===== src/rtl/exu_dispatch_scheduler_if.sv =====
// Execution-unit slave port bundle; one master modport per unit,
// each listing only the payload fields that unit consumes.
interface pip_exu_interface #(
  parameter int XLEN = 32
) ();
  logic            valid;
  logic            full;
  logic [XLEN-1:0] data1;
  logic [XLEN-1:0] data2;
  logic [XLEN-1:0] pc;
  logic [19:0]     imm20;
  logic [4:0]      imm5;
  logic [4:0]      opcode;
  logic [9:0]      funct;
  logic [7:0]      itag;
  logic [4:0]      frs1index;
  logic [4:0]      frs2index;
  logic [4:0]      frs3index;
  logic            frs1en;
  logic            frs2en;
  logic            frs3en;

  modport bypass_mif (
    output valid, itag, pc, opcode, funct, data1,
    input  full
  );
  modport sysmanage_mif (
    output valid, itag, pc, opcode, funct, data1, imm20,
    input  full
  );
  modport bru_mif (
    output valid, itag, pc, opcode, funct, data1, data2, imm20,
    input  full
  );
  modport alu_mif (
    output valid, itag, opcode, funct, data1, data2, imm20, imm5,
    input  full
  );
  modport mdiv_mif (
    output valid, itag, opcode, funct, data1, data2,
    input  full
  );
  modport fpu_mif (
    output valid, itag, opcode, funct, data1, data2, imm5,
    output frs1index, frs2index, frs3index, frs1en, frs2en, frs3en,
    input  full
  );
  modport lsu_mif (
    output valid, itag, pc, opcode, funct, data1, data2, imm20,
    input  full
  );
endinterface


===== src/rtl/exu_dispatch_scheduler.sv =====
// In-order dispatch FIFO steering micro-ops to seven execution units.
// Optional perf counters enabled by EXU_DISPATCH_PERF_EN.
module exu_dispatch_scheduler #(
  parameter int DEPTH = 4,
  parameter int PTRW  = $clog2(DEPTH),
  parameter int XLEN  = 32
) (
  input  logic                  clk_i,
  input  logic                  srst_i,
  input  logic                  flush_i,
  input  logic                  in_valid_i,
  output logic                  in_ready_o,
  input  logic [2:0]            in_unit_i,
  input  logic [XLEN-1:0]       in_data1_i,
  input  logic [XLEN-1:0]       in_data2_i,
  input  logic [XLEN-1:0]       in_pc_i,
  input  logic [19:0]           in_imm20_i,
  input  logic [4:0]            in_imm5_i,
  input  logic [4:0]            in_opcode_i,
  input  logic [9:0]            in_funct_i,
  input  logic [7:0]            in_itag_i,
  input  logic [4:0]            in_frs1index_i,
  input  logic [4:0]            in_frs2index_i,
  input  logic [4:0]            in_frs3index_i,
  input  logic                  in_frs1en_i,
  input  logic                  in_frs2en_i,
  input  logic                  in_frs3en_i,
  pip_exu_interface.bypass_mif    bypass_o,
  pip_exu_interface.sysmanage_mif sysmanage_o,
  pip_exu_interface.bru_mif       bru_o,
  pip_exu_interface.alu_mif       alu_o,
  pip_exu_interface.mdiv_mif      mdiv_o,
  pip_exu_interface.fpu_mif       fpu_o,
  pip_exu_interface.lsu_mif       lsu_o
`ifdef EXU_DISPATCH_PERF_EN
  ,
  output logic [63:0]           perf_dispatch_o,
  output logic [63:0]           perf_stall_o
`endif
);

  typedef struct packed {
    logic [2:0]      unit;
    logic [XLEN-1:0] data1;
    logic [XLEN-1:0] data2;
    logic [XLEN-1:0] pc;
    logic [19:0]     imm20;
    logic [4:0]      imm5;
    logic [4:0]      opcode;
    logic [9:0]      funct;
    logic [7:0]      itag;
    logic [4:0]      frs1index;
    logic [4:0]      frs2index;
    logic [4:0]      frs3index;
    logic            frs1en;
    logic            frs2en;
    logic            frs3en;
  } uop_t;

  localparam logic [PTRW:0] CNT_MAX = (PTRW+1)'(DEPTH);

  uop_t            mem_q [DEPTH];
  uop_t            mem_d [DEPTH];
  logic [PTRW-1:0] wr_ptr_q, wr_ptr_d;
  logic [PTRW-1:0] rd_ptr_q, rd_ptr_d;
  logic [PTRW:0]   count_q, count_d;

  uop_t       in_uop;
  uop_t       head;
  logic [6:0] sel;
  logic [6:0] full_vec;
  logic [6:0] vld;
  logic       has_op;
  logic       sel_full;
  logic       push;
  logic       pop;

  assign in_uop = '{
    unit:      in_unit_i,
    data1:     in_data1_i,
    data2:     in_data2_i,
    pc:        in_pc_i,
    imm20:     in_imm20_i,
    imm5:      in_imm5_i,
    opcode:    in_opcode_i,
    funct:     in_funct_i,
    itag:      in_itag_i,
    frs1index: in_frs1index_i,
    frs2index: in_frs2index_i,
    frs3index: in_frs3index_i,
    frs1en:    in_frs1en_i,
    frs2en:    in_frs2en_i,
    frs3en:    in_frs3en_i
  };

  assign head     = mem_q[rd_ptr_q];
  assign full_vec = {lsu_o.full, fpu_o.full, mdiv_o.full, alu_o.full,
                     bru_o.full, sysmanage_o.full, bypass_o.full};

  // Reserved code 7 falls to bypass so it retires via the exception path
  always_comb begin
    sel = 7'b0;
    unique case (head.unit)
      3'd1:    sel[1] = 1'b1;
      3'd2:    sel[2] = 1'b1;
      3'd3:    sel[3] = 1'b1;
      3'd4:    sel[4] = 1'b1;
      3'd5:    sel[5] = 1'b1;
      3'd6:    sel[6] = 1'b1;
      default: sel[0] = 1'b1;
    endcase
  end

  assign in_ready_o = (count_q < CNT_MAX);
  assign has_op     = (count_q != '0) && !flush_i;
  assign vld        = has_op ? sel : 7'b0;
  assign sel_full   = |(sel & full_vec);
  assign pop        = has_op && !sel_full;
  assign push       = in_valid_i && in_ready_o && !flush_i;

  always_comb begin
    wr_ptr_d = wr_ptr_q;
    rd_ptr_d = rd_ptr_q;
    count_d  = count_q;
    mem_d    = mem_q;
    if (push) begin
      mem_d[wr_ptr_q] = in_uop;
    end
    if (flush_i) begin
      wr_ptr_d = '0;
      rd_ptr_d = '0;
      count_d  = '0;
    end else begin
      if (push) wr_ptr_d = wr_ptr_q + 1'b1;
      if (pop)  rd_ptr_d = rd_ptr_q + 1'b1;
      unique case ({push, pop})
        2'b10:   count_d = count_q + 1'b1;
        2'b01:   count_d = count_q - 1'b1;
        default: count_d = count_q;
      endcase
    end
  end

  always_ff @(posedge clk_i) begin
    if (srst_i) begin
      wr_ptr_q <= '0;
      rd_ptr_q <= '0;
      count_q  <= '0;
    end else begin
      wr_ptr_q <= wr_ptr_d;
      rd_ptr_q <= rd_ptr_d;
      count_q  <= count_d;
    end
  end

  always_ff @(posedge clk_i) begin
    mem_q <= mem_d;
  end

`ifdef EXU_DISPATCH_PERF_EN
  logic [63:0] perf_dispatch_q, perf_dispatch_d;
  logic [63:0] perf_stall_q, perf_stall_d;

  always_comb begin
    perf_dispatch_d = perf_dispatch_q + {63'b0, pop};
    perf_stall_d    = perf_stall_q + {63'b0, has_op && sel_full};
  end

  always_ff @(posedge clk_i) begin
    if (srst_i) begin
      perf_dispatch_q <= '0;
      perf_stall_q    <= '0;
    end else begin
      perf_dispatch_q <= perf_dispatch_d;
      perf_stall_q    <= perf_stall_d;
    end
  end

  assign perf_dispatch_o = perf_dispatch_q;
  assign perf_stall_o    = perf_stall_q;
`endif

  assign bypass_o.valid  = vld[0];
  assign bypass_o.itag   = head.itag;
  assign bypass_o.pc     = head.pc;
  assign bypass_o.opcode = head.opcode;
  assign bypass_o.funct  = head.funct;
  assign bypass_o.data1  = head.data1;

  assign sysmanage_o.valid  = vld[1];
  assign sysmanage_o.itag   = head.itag;
  assign sysmanage_o.pc     = head.pc;
  assign sysmanage_o.opcode = head.opcode;
  assign sysmanage_o.funct  = head.funct;
  assign sysmanage_o.data1  = head.data1;
  assign sysmanage_o.imm20  = head.imm20;

  assign bru_o.valid  = vld[2];
  assign bru_o.itag   = head.itag;
  assign bru_o.pc     = head.pc;
  assign bru_o.opcode = head.opcode;
  assign bru_o.funct  = head.funct;
  assign bru_o.data1  = head.data1;
  assign bru_o.data2  = head.data2;
  assign bru_o.imm20  = head.imm20;

  assign alu_o.valid  = vld[3];
  assign alu_o.itag   = head.itag;
  assign alu_o.opcode = head.opcode;
  assign alu_o.funct  = head.funct;
  assign alu_o.data1  = head.data1;
  assign alu_o.data2  = head.data2;
  assign alu_o.imm20  = head.imm20;
  assign alu_o.imm5   = head.imm5;

  assign mdiv_o.valid  = vld[4];
  assign mdiv_o.itag   = head.itag;
  assign mdiv_o.opcode = head.opcode;
  assign mdiv_o.funct  = head.funct;
  assign mdiv_o.data1  = head.data1;
  assign mdiv_o.data2  = head.data2;

  assign fpu_o.valid     = vld[5];
  assign fpu_o.itag      = head.itag;
  assign fpu_o.opcode    = head.opcode;
  assign fpu_o.funct     = head.funct;
  assign fpu_o.data1     = head.data1;
  assign fpu_o.data2     = head.data2;
  assign fpu_o.imm5      = head.imm5;
  assign fpu_o.frs1index = head.frs1index;
  assign fpu_o.frs2index = head.frs2index;
  assign fpu_o.frs3index = head.frs3index;
  assign fpu_o.frs1en    = head.frs1en;
  assign fpu_o.frs2en    = head.frs2en;
  assign fpu_o.frs3en    = head.frs3en;

  assign lsu_o.valid  = vld[6];
  assign lsu_o.itag   = head.itag;
  assign lsu_o.pc     = head.pc;
  assign lsu_o.opcode = head.opcode;
  assign lsu_o.funct  = head.funct;
  assign lsu_o.data1  = head.data1;
  assign lsu_o.data2  = head.data2;
  assign lsu_o.imm20  = head.imm20;

endmodule


===== src/flat_wrapper.sv =====
// flat-port wrapper written by rule: the top's interface ports become plain ports
module exu_dispatch_scheduler_flat 
#(
  parameter int DEPTH = 4,
  parameter int PTRW  = $clog2(DEPTH),
  parameter int XLEN  = 32
)
  (clk_i, srst_i, flush_i, in_valid_i, in_ready_o, in_unit_i, in_data1_i, in_data2_i, in_pc_i, in_imm20_i, in_imm5_i, in_opcode_i, in_funct_i, in_itag_i, in_frs1index_i, in_frs2index_i, in_frs3index_i, in_frs1en_i, in_frs2en_i, in_frs3en_i, bypass_o_valid, bypass_o_itag, bypass_o_pc, bypass_o_opcode, bypass_o_funct, bypass_o_data1, bypass_o_full, sysmanage_o_valid, sysmanage_o_itag, sysmanage_o_pc, sysmanage_o_opcode, sysmanage_o_funct, sysmanage_o_data1, sysmanage_o_imm20, sysmanage_o_full, bru_o_valid, bru_o_itag, bru_o_pc, bru_o_opcode, bru_o_funct, bru_o_data1, bru_o_data2, bru_o_imm20, bru_o_full, alu_o_valid, alu_o_itag, alu_o_opcode, alu_o_funct, alu_o_data1, alu_o_data2, alu_o_imm20, alu_o_imm5, alu_o_full, mdiv_o_valid, mdiv_o_itag, mdiv_o_opcode, mdiv_o_funct, mdiv_o_data1, mdiv_o_data2, mdiv_o_full, fpu_o_valid, fpu_o_itag, fpu_o_opcode, fpu_o_funct, fpu_o_data1, fpu_o_data2, fpu_o_imm5, fpu_o_frs1index, fpu_o_frs2index, fpu_o_frs3index, fpu_o_frs1en, fpu_o_frs2en, fpu_o_frs3en, fpu_o_full, lsu_o_valid, lsu_o_itag, lsu_o_pc, lsu_o_opcode, lsu_o_funct, lsu_o_data1, lsu_o_data2, lsu_o_imm20, lsu_o_full);
  pip_exu_interface #(.XLEN(XLEN)) bypass_o_i ();
  pip_exu_interface #(.XLEN(XLEN)) sysmanage_o_i ();
  pip_exu_interface #(.XLEN(XLEN)) bru_o_i ();
  pip_exu_interface #(.XLEN(XLEN)) alu_o_i ();
  pip_exu_interface #(.XLEN(XLEN)) mdiv_o_i ();
  pip_exu_interface #(.XLEN(XLEN)) fpu_o_i ();
  pip_exu_interface #(.XLEN(XLEN)) lsu_o_i ();
  input  logic clk_i;
  input  logic srst_i;
  input  logic flush_i;
  input  logic in_valid_i;
  output logic in_ready_o;
  input  logic [2:0] in_unit_i;
  input  logic [XLEN-1:0] in_data1_i;
  input  logic [XLEN-1:0] in_data2_i;
  input  logic [XLEN-1:0] in_pc_i;
  input  logic [19:0] in_imm20_i;
  input  logic [4:0] in_imm5_i;
  input  logic [4:0] in_opcode_i;
  input  logic [9:0] in_funct_i;
  input  logic [7:0] in_itag_i;
  input  logic [4:0] in_frs1index_i;
  input  logic [4:0] in_frs2index_i;
  input  logic [4:0] in_frs3index_i;
  input  logic in_frs1en_i;
  input  logic in_frs2en_i;
  input  logic in_frs3en_i;
  output wire logic [$bits(bypass_o_i.valid)-1:0] bypass_o_valid;
  output wire logic [$bits(bypass_o_i.itag)-1:0] bypass_o_itag;
  output wire logic [$bits(bypass_o_i.pc)-1:0] bypass_o_pc;
  output wire logic [$bits(bypass_o_i.opcode)-1:0] bypass_o_opcode;
  output wire logic [$bits(bypass_o_i.funct)-1:0] bypass_o_funct;
  output wire logic [$bits(bypass_o_i.data1)-1:0] bypass_o_data1;
  input wire logic [$bits(bypass_o_i.full)-1:0] bypass_o_full;
  output wire logic [$bits(sysmanage_o_i.valid)-1:0] sysmanage_o_valid;
  output wire logic [$bits(sysmanage_o_i.itag)-1:0] sysmanage_o_itag;
  output wire logic [$bits(sysmanage_o_i.pc)-1:0] sysmanage_o_pc;
  output wire logic [$bits(sysmanage_o_i.opcode)-1:0] sysmanage_o_opcode;
  output wire logic [$bits(sysmanage_o_i.funct)-1:0] sysmanage_o_funct;
  output wire logic [$bits(sysmanage_o_i.data1)-1:0] sysmanage_o_data1;
  output wire logic [$bits(sysmanage_o_i.imm20)-1:0] sysmanage_o_imm20;
  input wire logic [$bits(sysmanage_o_i.full)-1:0] sysmanage_o_full;
  output wire logic [$bits(bru_o_i.valid)-1:0] bru_o_valid;
  output wire logic [$bits(bru_o_i.itag)-1:0] bru_o_itag;
  output wire logic [$bits(bru_o_i.pc)-1:0] bru_o_pc;
  output wire logic [$bits(bru_o_i.opcode)-1:0] bru_o_opcode;
  output wire logic [$bits(bru_o_i.funct)-1:0] bru_o_funct;
  output wire logic [$bits(bru_o_i.data1)-1:0] bru_o_data1;
  output wire logic [$bits(bru_o_i.data2)-1:0] bru_o_data2;
  output wire logic [$bits(bru_o_i.imm20)-1:0] bru_o_imm20;
  input wire logic [$bits(bru_o_i.full)-1:0] bru_o_full;
  output wire logic [$bits(alu_o_i.valid)-1:0] alu_o_valid;
  output wire logic [$bits(alu_o_i.itag)-1:0] alu_o_itag;
  output wire logic [$bits(alu_o_i.opcode)-1:0] alu_o_opcode;
  output wire logic [$bits(alu_o_i.funct)-1:0] alu_o_funct;
  output wire logic [$bits(alu_o_i.data1)-1:0] alu_o_data1;
  output wire logic [$bits(alu_o_i.data2)-1:0] alu_o_data2;
  output wire logic [$bits(alu_o_i.imm20)-1:0] alu_o_imm20;
  output wire logic [$bits(alu_o_i.imm5)-1:0] alu_o_imm5;
  input wire logic [$bits(alu_o_i.full)-1:0] alu_o_full;
  output wire logic [$bits(mdiv_o_i.valid)-1:0] mdiv_o_valid;
  output wire logic [$bits(mdiv_o_i.itag)-1:0] mdiv_o_itag;
  output wire logic [$bits(mdiv_o_i.opcode)-1:0] mdiv_o_opcode;
  output wire logic [$bits(mdiv_o_i.funct)-1:0] mdiv_o_funct;
  output wire logic [$bits(mdiv_o_i.data1)-1:0] mdiv_o_data1;
  output wire logic [$bits(mdiv_o_i.data2)-1:0] mdiv_o_data2;
  input wire logic [$bits(mdiv_o_i.full)-1:0] mdiv_o_full;
  output wire logic [$bits(fpu_o_i.valid)-1:0] fpu_o_valid;
  output wire logic [$bits(fpu_o_i.itag)-1:0] fpu_o_itag;
  output wire logic [$bits(fpu_o_i.opcode)-1:0] fpu_o_opcode;
  output wire logic [$bits(fpu_o_i.funct)-1:0] fpu_o_funct;
  output wire logic [$bits(fpu_o_i.data1)-1:0] fpu_o_data1;
  output wire logic [$bits(fpu_o_i.data2)-1:0] fpu_o_data2;
  output wire logic [$bits(fpu_o_i.imm5)-1:0] fpu_o_imm5;
  output wire logic [$bits(fpu_o_i.frs1index)-1:0] fpu_o_frs1index;
  output wire logic [$bits(fpu_o_i.frs2index)-1:0] fpu_o_frs2index;
  output wire logic [$bits(fpu_o_i.frs3index)-1:0] fpu_o_frs3index;
  output wire logic [$bits(fpu_o_i.frs1en)-1:0] fpu_o_frs1en;
  output wire logic [$bits(fpu_o_i.frs2en)-1:0] fpu_o_frs2en;
  output wire logic [$bits(fpu_o_i.frs3en)-1:0] fpu_o_frs3en;
  input wire logic [$bits(fpu_o_i.full)-1:0] fpu_o_full;
  output wire logic [$bits(lsu_o_i.valid)-1:0] lsu_o_valid;
  output wire logic [$bits(lsu_o_i.itag)-1:0] lsu_o_itag;
  output wire logic [$bits(lsu_o_i.pc)-1:0] lsu_o_pc;
  output wire logic [$bits(lsu_o_i.opcode)-1:0] lsu_o_opcode;
  output wire logic [$bits(lsu_o_i.funct)-1:0] lsu_o_funct;
  output wire logic [$bits(lsu_o_i.data1)-1:0] lsu_o_data1;
  output wire logic [$bits(lsu_o_i.data2)-1:0] lsu_o_data2;
  output wire logic [$bits(lsu_o_i.imm20)-1:0] lsu_o_imm20;
  input wire logic [$bits(lsu_o_i.full)-1:0] lsu_o_full;
  assign bypass_o_valid = bypass_o_i.valid;
  assign bypass_o_itag = bypass_o_i.itag;
  assign bypass_o_pc = bypass_o_i.pc;
  assign bypass_o_opcode = bypass_o_i.opcode;
  assign bypass_o_funct = bypass_o_i.funct;
  assign bypass_o_data1 = bypass_o_i.data1;
  assign bypass_o_i.full = bypass_o_full;
  assign sysmanage_o_valid = sysmanage_o_i.valid;
  assign sysmanage_o_itag = sysmanage_o_i.itag;
  assign sysmanage_o_pc = sysmanage_o_i.pc;
  assign sysmanage_o_opcode = sysmanage_o_i.opcode;
  assign sysmanage_o_funct = sysmanage_o_i.funct;
  assign sysmanage_o_data1 = sysmanage_o_i.data1;
  assign sysmanage_o_imm20 = sysmanage_o_i.imm20;
  assign sysmanage_o_i.full = sysmanage_o_full;
  assign bru_o_valid = bru_o_i.valid;
  assign bru_o_itag = bru_o_i.itag;
  assign bru_o_pc = bru_o_i.pc;
  assign bru_o_opcode = bru_o_i.opcode;
  assign bru_o_funct = bru_o_i.funct;
  assign bru_o_data1 = bru_o_i.data1;
  assign bru_o_data2 = bru_o_i.data2;
  assign bru_o_imm20 = bru_o_i.imm20;
  assign bru_o_i.full = bru_o_full;
  assign alu_o_valid = alu_o_i.valid;
  assign alu_o_itag = alu_o_i.itag;
  assign alu_o_opcode = alu_o_i.opcode;
  assign alu_o_funct = alu_o_i.funct;
  assign alu_o_data1 = alu_o_i.data1;
  assign alu_o_data2 = alu_o_i.data2;
  assign alu_o_imm20 = alu_o_i.imm20;
  assign alu_o_imm5 = alu_o_i.imm5;
  assign alu_o_i.full = alu_o_full;
  assign mdiv_o_valid = mdiv_o_i.valid;
  assign mdiv_o_itag = mdiv_o_i.itag;
  assign mdiv_o_opcode = mdiv_o_i.opcode;
  assign mdiv_o_funct = mdiv_o_i.funct;
  assign mdiv_o_data1 = mdiv_o_i.data1;
  assign mdiv_o_data2 = mdiv_o_i.data2;
  assign mdiv_o_i.full = mdiv_o_full;
  assign fpu_o_valid = fpu_o_i.valid;
  assign fpu_o_itag = fpu_o_i.itag;
  assign fpu_o_opcode = fpu_o_i.opcode;
  assign fpu_o_funct = fpu_o_i.funct;
  assign fpu_o_data1 = fpu_o_i.data1;
  assign fpu_o_data2 = fpu_o_i.data2;
  assign fpu_o_imm5 = fpu_o_i.imm5;
  assign fpu_o_frs1index = fpu_o_i.frs1index;
  assign fpu_o_frs2index = fpu_o_i.frs2index;
  assign fpu_o_frs3index = fpu_o_i.frs3index;
  assign fpu_o_frs1en = fpu_o_i.frs1en;
  assign fpu_o_frs2en = fpu_o_i.frs2en;
  assign fpu_o_frs3en = fpu_o_i.frs3en;
  assign fpu_o_i.full = fpu_o_full;
  assign lsu_o_valid = lsu_o_i.valid;
  assign lsu_o_itag = lsu_o_i.itag;
  assign lsu_o_pc = lsu_o_i.pc;
  assign lsu_o_opcode = lsu_o_i.opcode;
  assign lsu_o_funct = lsu_o_i.funct;
  assign lsu_o_data1 = lsu_o_i.data1;
  assign lsu_o_data2 = lsu_o_i.data2;
  assign lsu_o_imm20 = lsu_o_i.imm20;
  assign lsu_o_i.full = lsu_o_full;
  exu_dispatch_scheduler #(.DEPTH(DEPTH), .PTRW(PTRW), .XLEN(XLEN)) u_core (.clk_i(clk_i), .srst_i(srst_i), .flush_i(flush_i), .in_valid_i(in_valid_i), .in_ready_o(in_ready_o), .in_unit_i(in_unit_i), .in_data1_i(in_data1_i), .in_data2_i(in_data2_i), .in_pc_i(in_pc_i), .in_imm20_i(in_imm20_i), .in_imm5_i(in_imm5_i), .in_opcode_i(in_opcode_i), .in_funct_i(in_funct_i), .in_itag_i(in_itag_i), .in_frs1index_i(in_frs1index_i), .in_frs2index_i(in_frs2index_i), .in_frs3index_i(in_frs3index_i), .in_frs1en_i(in_frs1en_i), .in_frs2en_i(in_frs2en_i), .in_frs3en_i(in_frs3en_i), .bypass_o(bypass_o_i), .sysmanage_o(sysmanage_o_i), .bru_o(bru_o_i), .alu_o(alu_o_i), .mdiv_o(mdiv_o_i), .fpu_o(fpu_o_i), .lsu_o(lsu_o_i));
endmodule

===== config.mk =====
export PLATFORM = sky130hd
export DESIGN_NAME = exu_dispatch_scheduler_flat
export DESIGN_NICKNAME = d
export VERILOG_FILES = /design/src/rtl/exu_dispatch_scheduler_if.sv /design/src/rtl/exu_dispatch_scheduler.sv /design/src/flat_wrapper.sv
export SDC_FILE = /design/constraint.sdc
export NUM_CORES = 1
export LEC_CHECK = 0
export CAP_MARGIN = 20
export CORE_AREA = 2 2 376 378
export DETAILED_ROUTE_END_ITERATION = 16
export DIE_AREA = 0 0 378 380
export PLACE_DENSITY = 0.4
export SETUP_SLACK_MARGIN = 0.3
export SLEW_MARGIN = 15
export SYNTH_ARGS = -nofsm -noshare
export SYNTH_HDL_FRONTEND = slang
export SYNTH_SLANG_ARGS = --single-unit
export TNS_END_PERCENT = 20

===== constraint.sdc =====
create_clock -name clk_i -period 7.95 [get_ports clk_i]
set_input_delay 1.59 -clock clk_i [delete_from_list [all_inputs] [get_ports clk_i]]
set_output_delay 1.59 -clock clk_i [all_outputs]
set_load 0.1 [all_outputs]

==> impl_metrics.ini, run 1 <==
[outcome]
status = completed

[synthesis]
synth_area_mm2 = 0.02892
avgSynthCellArea_um2 = 18.58
synth-edff-count = 660
ys_types = 32
syn_nets = 1739
ys_seq_area_share_pct = 69.01
synth_warnings = 0
async_flop_share_pct = 0
yosys_register_bits = 667
synth_area_leader_cell = edfxtp_1
synth_area_leaders = edfxtp_1 69%, buf_4 16%, mux4_2 13%
synth_top_flop_cell = edfxtp_1
postSynthCellCount = 1557
synth_top_area_share_pct = 68.52

[grt]
antenna_found_initial = 12
grt_start_max_net_pins = 90
grt-ovfl-total = 0
grt_pass1_wl_mm = 105.3
grt_pass1_vias = 14471
grt.total_usage_pct = 10.08

[cts]
cts_setup_buffers = 0
cts_tree = done
cts-resized-gates = 0
cts_buffers = 78
cts_max_level = 3
clk-insertion-delay-late_ns = 0.64
cts-root-buf = clkbuf_16
clock_sinks = 667
clk_pin_slew_ns = 0.05
postCtsHoldBufs = 0
clock_path_buffers = 3

[timing]
worst_slack_ns = 2.368
fin_crit_sh_pct = 70.22
fin_skew_ns = 0.02509
fmax_mhz = 179.1
finalSetupViolCount = 0
setup_tns_ns = 0
relSlewSlack_pct = 22.27
grt_setup_unrepaired = no
whs_ns = 0.5477
tightestPinTransition_ns = 1.162
finalHoldViolCount = 0
min_period_ns = 5.582
slew_viol_final = 0

[power]
ir_worst_vdd_mv = 0.1308
total_power_mw = 9.314
powerDensity_mw_per_mm2 = 240.7
p_leak_nw = 12.06

[cells_and_area]
areaGrowthSynthToFinish_pct = 33.76
layout.nets = 2141
drive_gt1_share_pct = 14.36
fin_area_mm2 = 0.03869

[route]
firstDrtPassIters = 7
vias_per_cell = 3.583
wl_met3_mm = 5.680
wirelength_mm = 75.06
drtIter0Drc = 572
dr_wl_met2_mm = 38.93
top_layer = met5
vias = 13948
drc = 0
ant_nets = 0
drt-wirelength-per-cell_um = 19.28
wirelength_met1_mm = 29.02

[worst_setup_path]
crit_arrival_ns = 3.99
path_cells = buf_12, mux4_2, clkdlybuf4s50_1
critical_path_class = flip-flop to output port
path_max_fanout = 75
slowest_stage = clkdlybuf4s50_1
endpoint_kind = output port
critPathMaxStageDelay_ns = 1.05
cp.required_ns = 6.36
start_kind = flip-flop

[hold_path]
hp-class = flip-flop to flip-flop

[placement]
port-buffer-count = 964
dp_hpwl_mm = 50.18
pre_cts_slack_ns = 2.438
gp_congestion = 0.7032
placed_area_mm2 = 0.03635

[floorplan]
rows = 137
dieHeight_um = 380
coreArea_mm2 = 0.1392
initial_core_util_pct = 20.78
fp.dieArea_mm2 = 0.1436
io_pins = 965
fp.dieW_um = 378

[flow_run]
maxCapViolations = 0
## final cells by class
class / count / area [µm²]
diodes: 4 / 10.01
repair buffers: 979 / 9874
clock buffers: 97 / 2066
well taps: 1876 / 2347
flip-flops and latches: 667 / 19970
inverters: 7 / 26.28
multi-input cells: 226 / 4131
fillers: 14011 / 100500
clock inverters: 37 / 265.3
## through the flow
step	util, %	instances
global route	27.79	3890
detailed placement	26.11	3755
CTS	27.79	3889
finish	27.79	3893
global placement	26.08	3753
floorplan	-	1557
## state kept, by name, indices dropped and copies added, names as in the netlist
name	count
u_core.wr_ptr_q	2
u_core.rd_ptr_q	2
u_core.count_q	3
u_core.mem_q	660
## cell usage in the layout, fill, tap and decap left out, types with 2 or more instances in the layout
cell and instances:
mux4_2 165, dfxtp_1 5, xor2_1 2, nor2_1 15
nand2_1 6, edfxtp_1 660, and2_4 4, a21oi_1 3
bufinv_16 3, inv_1 7, or3_1 4, nand4_1 2
clkinv_1 21, nand2b_1 3, ha_1 5, clkbuf_16 80
clkinvlp_4 2, buf_12 8, inv_6 3, clkinv_2 6
clkbuf_1 17, diode_2 4, clkdlybuf4s50_1 961, dfxtp_4 2
mux2i_1 3, buf_4 9
## kinds of logic (layout without fill, tap and decap cells)
| group | count (synthesis) | after routing | share of synthesized area (%) |
|---|---|---|---|
| simple gates | 41 | 41 | 0.7181 |
| compound gates | 8 | 8 | 0.2033 |
| fa+ha+maj | 6 | 6 | 0.2855 |
| xor+xnor | 3 | 3 | 0.09086 |
| flops | 667 | 667 | 69.01 |
| mux | 168 | 168 | 12.95 |
| buf+inv | 664 | 1120 | 16.74 |
| other cells | 0 | 4 | 0 |
## cell usage after synthesis, drive strengths merged, types with 4 or more instances
master,number
and2,5
buf,644
clkbuf,13
dfxtp,7
edfxtp,660
ha,5
inv,7
mux4,165
nand2,6
nor2,15
or3,4
## worst max-delay path, delay by kind of cell (launching register included)
kind                   cells  cell delay, ns
flip-flops                 1            0.83
multiplexers               1            0.69
buffers and inverters      2            1.53
## path summary, 6_finish.rpt
check | slack [ns] | cells past startpoint | endpoint | from
setup / recovery | 2.37 | 3 | lsu_o_itag[2] | u_core.rd_ptr_q[0]$_SDFFE_PP0P_
hold / removal | 0.55 | 2 | u_core.count_q[1]$_SDFFE_PP0P_ | u_core.count_q[1]$_SDFFE_PP0P_
setup reg to reg | 4.39 | 10 | u_core.count_q[2]$_SDFFE_PP0P_ | u_core.rd_ptr_q[0]$_SDFFE_PP0P_
hold reg to reg | 0.55 | 2 | u_core.count_q[1]$_SDFFE_PP0P_ | u_core.count_q[1]$_SDFFE_PP0P_
## metal layers
metal  global-route usage (%)  vias to the layer above
met5                        0                        -
met4                    2.597                       16
met3                    3.480                      105
met2                    17.78                      515
met1                    11.55                     7208
li1                         -                     6104
## where the power goes
group	internal [mW]	switching, mW	leakage (nW)	total (mW)
Clock	1.93	1.37	1.13	3.29
Combinational	0.431	1.65	4.88	2.09
Sequential	3.92	0.0110	6.05	3.93
Total	6.28	3.03	12.1	9.31
Power figures use the tool's default switching activity.
==> inputs of run 2 (changes only) <==
==> constraint.sdc (replaced) <==
create_clock -name clk_i -period 5.3 [get_ports clk_i]
set_input_delay 1.06 -clock clk_i [delete_from_list [all_inputs] [get_ports clk_i]]
set_output_delay 1.06 -clock clk_i [all_outputs]
set_load 0.1 [all_outputs]
==> impl_metrics.ini, run 2 (synthesis results as in run 1) <==
[route]
wirelength_met1_mm = 28.37
vias = 14055
wirelength_mm = 75.53
top_layer = met5
dr_wl_met2_mm = 40.31
ant_nets = 0
drtIter0Drc = 664
drt-wirelength-per-cell_um = 19.20
vias_per_cell = 3.574
wl_met3_mm = 5.188
drc = 0
firstDrtPassIters = 5

[placement]
dpl.cell_count = 3797
gp_congestion = 0.7041
dp_hpwl_mm = 53.03
port-buffer-count = 964

[worst_setup_path]
endpoint_kind = output port
start_kind = flip-flop
cp.required_ns = 4.24
crit_arrival_ns = 3.65
path_max_fanout = 46
critPathMaxStageDelay_ns = 1.20
crit_family = buffers and inverters
path_cells = buf_12, mux4_2, clkdlybuf4s50_1
slowest_stage = clkdlybuf4s50_1
critical_path_class = flip-flop to output port
cp_num_buf_inv = 2

[cells_and_area]
multi_input_comb_area_mm2 = 0.004131
drive_gt1_share_pct = 20.14
seqCellArea_mm2 = 0.01997
final_cell_mix = 888 x clkdlybuf4s50_1, 660 x edfxtp_1, 165 x mux4_2, 113 x buf_4, 79 x clkbuf_16
top_regs = u_core.mem_q: 660 flops, u_core.count_q: 3 flops
final_cells = 3933
largest_reg_flops = 660
largest_register = u_core.mem_q
layout.nets = 2184
final_common_cell = clkdlybuf4s50_1
fillers = 13881
areaGrowthSynthToFinish_pct = 35.11
fin_util_pct = 28.07

[grt]
grt-ovfl-total = 0
grt_start_max_net_pins = 67
grt_pass1_wl_mm = 105.6
grt.total_usage_pct = 10.13
grt_pass1_vias = 14664
antenna_found_initial = 7

[timing]
tightestPinTransition_ns = 1.130
fin_crit_sh_pct = 88.84
relSlewSlack_pct = 24.45
fin_skew_ns = 0.02366
setup_tns_ns = 0
slew_viol_final = 0
min_period_ns = 4.708
fmax_mhz = 212.4
finalHoldViolCount = 0
finalSetupViolCount = 0
grt_setup_unrepaired = no

[floorplan]
dieHeight_um = 380
coreArea_mm2 = 0.1392
fp.dieArea_mm2 = 0.1436
initial_core_util_pct = 20.78
fp.dieW_um = 378
rows = 137
io_pins = 965

[power]
ir_worst_vdd_mv = 0.2130
total_power_mw = 14.18
p_leak_nw = 12.46
powerDensity_mw_per_mm2 = 363.0

[outcome]
status = completed

[cts]
clock_sinks = 667
clock_path_buffers = 3
cts_tree = done
clk_pin_slew_ns = 0.06
cts_buffers = 79
clk-insertion-delay-late_ns = 0.67
cts_max_level = 3
cts-root-buf = clkbuf_16
cts_setup_buffers = 0
postCtsHoldBufs = 0
cts-resized-gates = 0

[flow_run]
maxCapViolations = 0

[hold_path]
hp-class = flip-flop to flip-flop
==> run 2: cell type report <==
cell class / instances / area share [%]
inverter: 7 / 0.06724
tap: 1876 / 6.007
clock inverter: 43 / 1.124
multi-input combinational: 226 / 10.57
sequential: 667 / 51.10
timing repair buffer: 1021 / 25.94
antenna: 1 / 0.006404
clock buffer: 92 / 5.184
==> run 2: per-layer routing <==
metal | vias to the layer above | track usage, %
met2 | 526 | 18.54
li1 | 6178 | -
met5 | - | 0
met3 | 100 | 3.119
met1 | 7241 | 11.17
met4 | 10 | 2.900
==> run 2: where the power goes <==
part           leakage [nW]  switching [mW]  total, mW  internal [mW]
Clock                  1.20            2.16       5.16           3.00
Sequential             6.05          0.0164       5.90           5.88
Combinational          5.20            2.48       3.13          0.642
Total                  12.5            4.66       14.2           9.52
==> run 2: through the flow <==
stage | instance area (µm²) | setup slack (ns) | hold WS, ns
6_report | 39080 | 0.5917 | 0.5494
5_1_grt | 39070 | 0.3705 | 0.6007
4_1_cts | 39070 | 0.4201 | 0.5427
3_5_place_dp | 36610 | 1.185 | 0.5290
3_3_place_gp | 36610 | 1.202 | 0.4983
2_1_floorplan | 28930 | -0.6651 | 0.4812
==> run 2: worst paths after layout <==
| path | startpoint | endpoint | slack [ns] | cells past startpoint |
|---|---|---|---|---|
| max | u_core.rd_ptr_q[1]$_SDFFE_PP0P_ | sysmanage_o_itag[5] | 0.59 | 3 |
| min | u_core.count_q[1]$_SDFFE_PP0P_ | u_core.count_q[1]$_SDFFE_PP0P_ | 0.55 | 2 |
| max reg2reg | u_core.rd_ptr_q[0]$_SDFFE_PP0P_ | u_core.count_q[2]$_SDFFE_PP0P_ | 1.70 | 12 |
| min reg2reg | u_core.count_q[1]$_SDFFE_PP0P_ | u_core.count_q[1]$_SDFFE_PP0P_ | 0.55 | 2 |
==> run 2: tightest hold or removal path, cell delays in order (launching register included) <==
cell     delay, ns
dfxtp_1       0.36
a21oi_1       0.08
nor2_1        0.07
==> inputs of run 3 (changes only) <==
--- a/config.mk
+++ b/config.mk
@@ -9,7 +9,8 @@
 export CORE_AREA = 2 2 376 378
 export DETAILED_ROUTE_END_ITERATION = 16
 export DIE_AREA = 0 0 378 380
-export PLACE_DENSITY = 0.4
+export DONT_BUFFER_PORTS = 1
+export PLACE_DENSITY = 0.31
 export SETUP_SLACK_MARGIN = 0.3
 export SLEW_MARGIN = 15
 export SYNTH_ARGS = -nofsm -noshare
==> impl_metrics.ini, run 3 (synthesis results as in run 1) <==
[outcome]
status = completed

[power]
total_power_mw = 13.59
p_int_mw = 9.132
swShare_pct = 32.82
powerDensity_mw_per_mm2 = 425.7
seq_power_share_pct = 43.4
p_comb_share_pct = 19.2
power_frac_clock_pct = 37.4
switchingPower_mw = 4.461
p_leak_nw = 9.692
ir_worst_vdd_mv = 0.2347

[timing]
fin_crit_sh_pct = 86.27
finalHoldViolCount = 0
finalSetupViolCount = 0
fin_skew_ns = 0.02528
min_period_ns = 4.572
fmax_mhz = 218.7
grt_setup_unrepaired = no
relSlewSlack_pct = 22.56
slew_viol_final = 0
worst_slack_ns = 0.7276
whs_ns = 0.4925
tightestPinTransition_ns = 1.165

[worst_setup_path]
start_kind = flip-flop
crit_arrival_ns = 3.51
critical_path_class = flip-flop to output port
r2r_slack_ns = 1.78
endpoint_kind = output port
path_max_fanout = 41
path_cells = buf_4, mux4_4, buf_16
critPathMaxStageDelay_ns = 0.86
slowest_stage = dfxtp_4
cp.required_ns = 4.24

[grt]
grt-ovfl-total = 0
antenna_found_initial = 2
grt_pass1_vias = 12422
grt_start_max_net_pins = 72
grt_pass1_wl_mm = 94.77
grt.total_usage_pct = 9.368

[cells_and_area]
fillers = 14274
layout.nets = 1330
final_cell_mix = 660 x edfxtp_1, 139 x mux4_4, 85 x buf_4, 81 x clkbuf_16, 56 x buf_16
largest_reg_flops = 660
drive_gt1_share_pct = 37.28
final_common_cell = edfxtp_1
largest_register = u_core.mem_q
top_regs = u_core.mem_q: 660 flops, u_core.count_q: 3 flops
areaGrowthSynthToFinish_pct = 10.39

[floorplan]
fp.dieW_um = 378
initial_core_util_pct = 20.78
io_pins = 965
fp.dieArea_mm2 = 0.1436
rows = 137
coreArea_mm2 = 0.1392
dieHeight_um = 380

[route]
drtIter0Drc = 487
ant_nets = 0
vias_per_cell = 3.560
firstDrtPassIters = 4
vias = 10991
wirelength_mm = 67.73
drt-wirelength-per-cell_um = 21.94
drc = 0

[placement]
dp_hpwl_mm = 43.95
gp_congestion = 0.6618
pre_cts_slack_ns = 1.321
port-buffer-count = 0

[cts]
cts_max_level = 3
cts_setup_buffers = 0
cts_tree = done
cts_buffers = 80
postCtsHoldBufs = 0
cts-root-buf = clkbuf_16
clk_pin_slew_ns = 0.06
clk-insertion-delay-late_ns = 0.66
clock_sinks = 667
cts-resized-gates = 0
clock_path_buffers = 3

[flow_run]
maxCapViolations = 0

[hold_path]
hp-class = primary input to flip-flop
run 3: cell type report:
| type | count | area (µm²) | area share (%) |
|---|---|---|---|
| flip-flops and latches | 667 | 19970 | 62.54 |
| multi-input cells | 226 | 4494 | 14.08 |
| repair buffers | 166 | 2665 | 8.347 |
| well taps | 1876 | 2347 | 7.352 |
| clock buffers | 103 | 2110 | 6.607 |
| clock inverters | 38 | 307.8 | 0.9641 |
| inverters | 7 | 26.28 | 0.08230 |
| diodes | 4 | 10.01 | 0.03135 |
run 3: final timing paths:
check | startpoint | endpoint | depth (start not counted)
worst max-delay path | u_core.rd_ptr_q[1]$_SDFFE_PP0P_ | fpu_o_opcode[3] | 3
worst min-delay path | in_data2_i[30] | u_core.mem_q[128]$_DFFE_PP_ | 0
worst max register to register | u_core.rd_ptr_q[0]$_SDFFE_PP0P_ | u_core.count_q[2]$_SDFFE_PP0P_ | 10
worst min register to register | u_core.count_q[1]$_SDFFE_PP0P_ | u_core.count_q[1]$_SDFFE_PP0P_ | 2
run 3: per-stage QoR:
stage | util (%) | instance area [µm²] | instances | TNS [ns]
after floorplan | - | 28930 | 1557 | -219.49
after global placement | 21.19 | 29490 | 2941 | 0
after detailed placement | 21.19 | 29490 | 2941 | 0
after CTS | 22.93 | 31910 | 3082 | 0
after global routing | 22.93 | 31920 | 3083 | 0
final | 22.94 | 31930 | 3087 | 0
run 3: metal layers:
metal / track usage, % / wire (µm) / vias to the layer above
li1: - / - / 4497
met1: 9.940 / 24550 / 5852
met2: 16.17 / 34270 / 528
met3: 4.430 / 7000 / 112
met4: 3.232 / 1892 / 2
met5: 0 / 13 / -
run 3: worst max-delay path, delay by kind of cell (launching register included):
family	cells	cell delay (ns)
flip-flops	1	0.86
multiplexers	1	0.83
buffers and inverters	2	1.07
run 3: power groups by stage:
stage	combinational (mW)	sequential [mW]	clock [mW]
detailed placement	2.62	6.01	0
finish	2.60	5.90	5.08
global route	2.65	5.91	5.49
floorplan	2.63	6.02	0
global placement	2.62	6.01	0
CTS	2.62	5.90	5.33
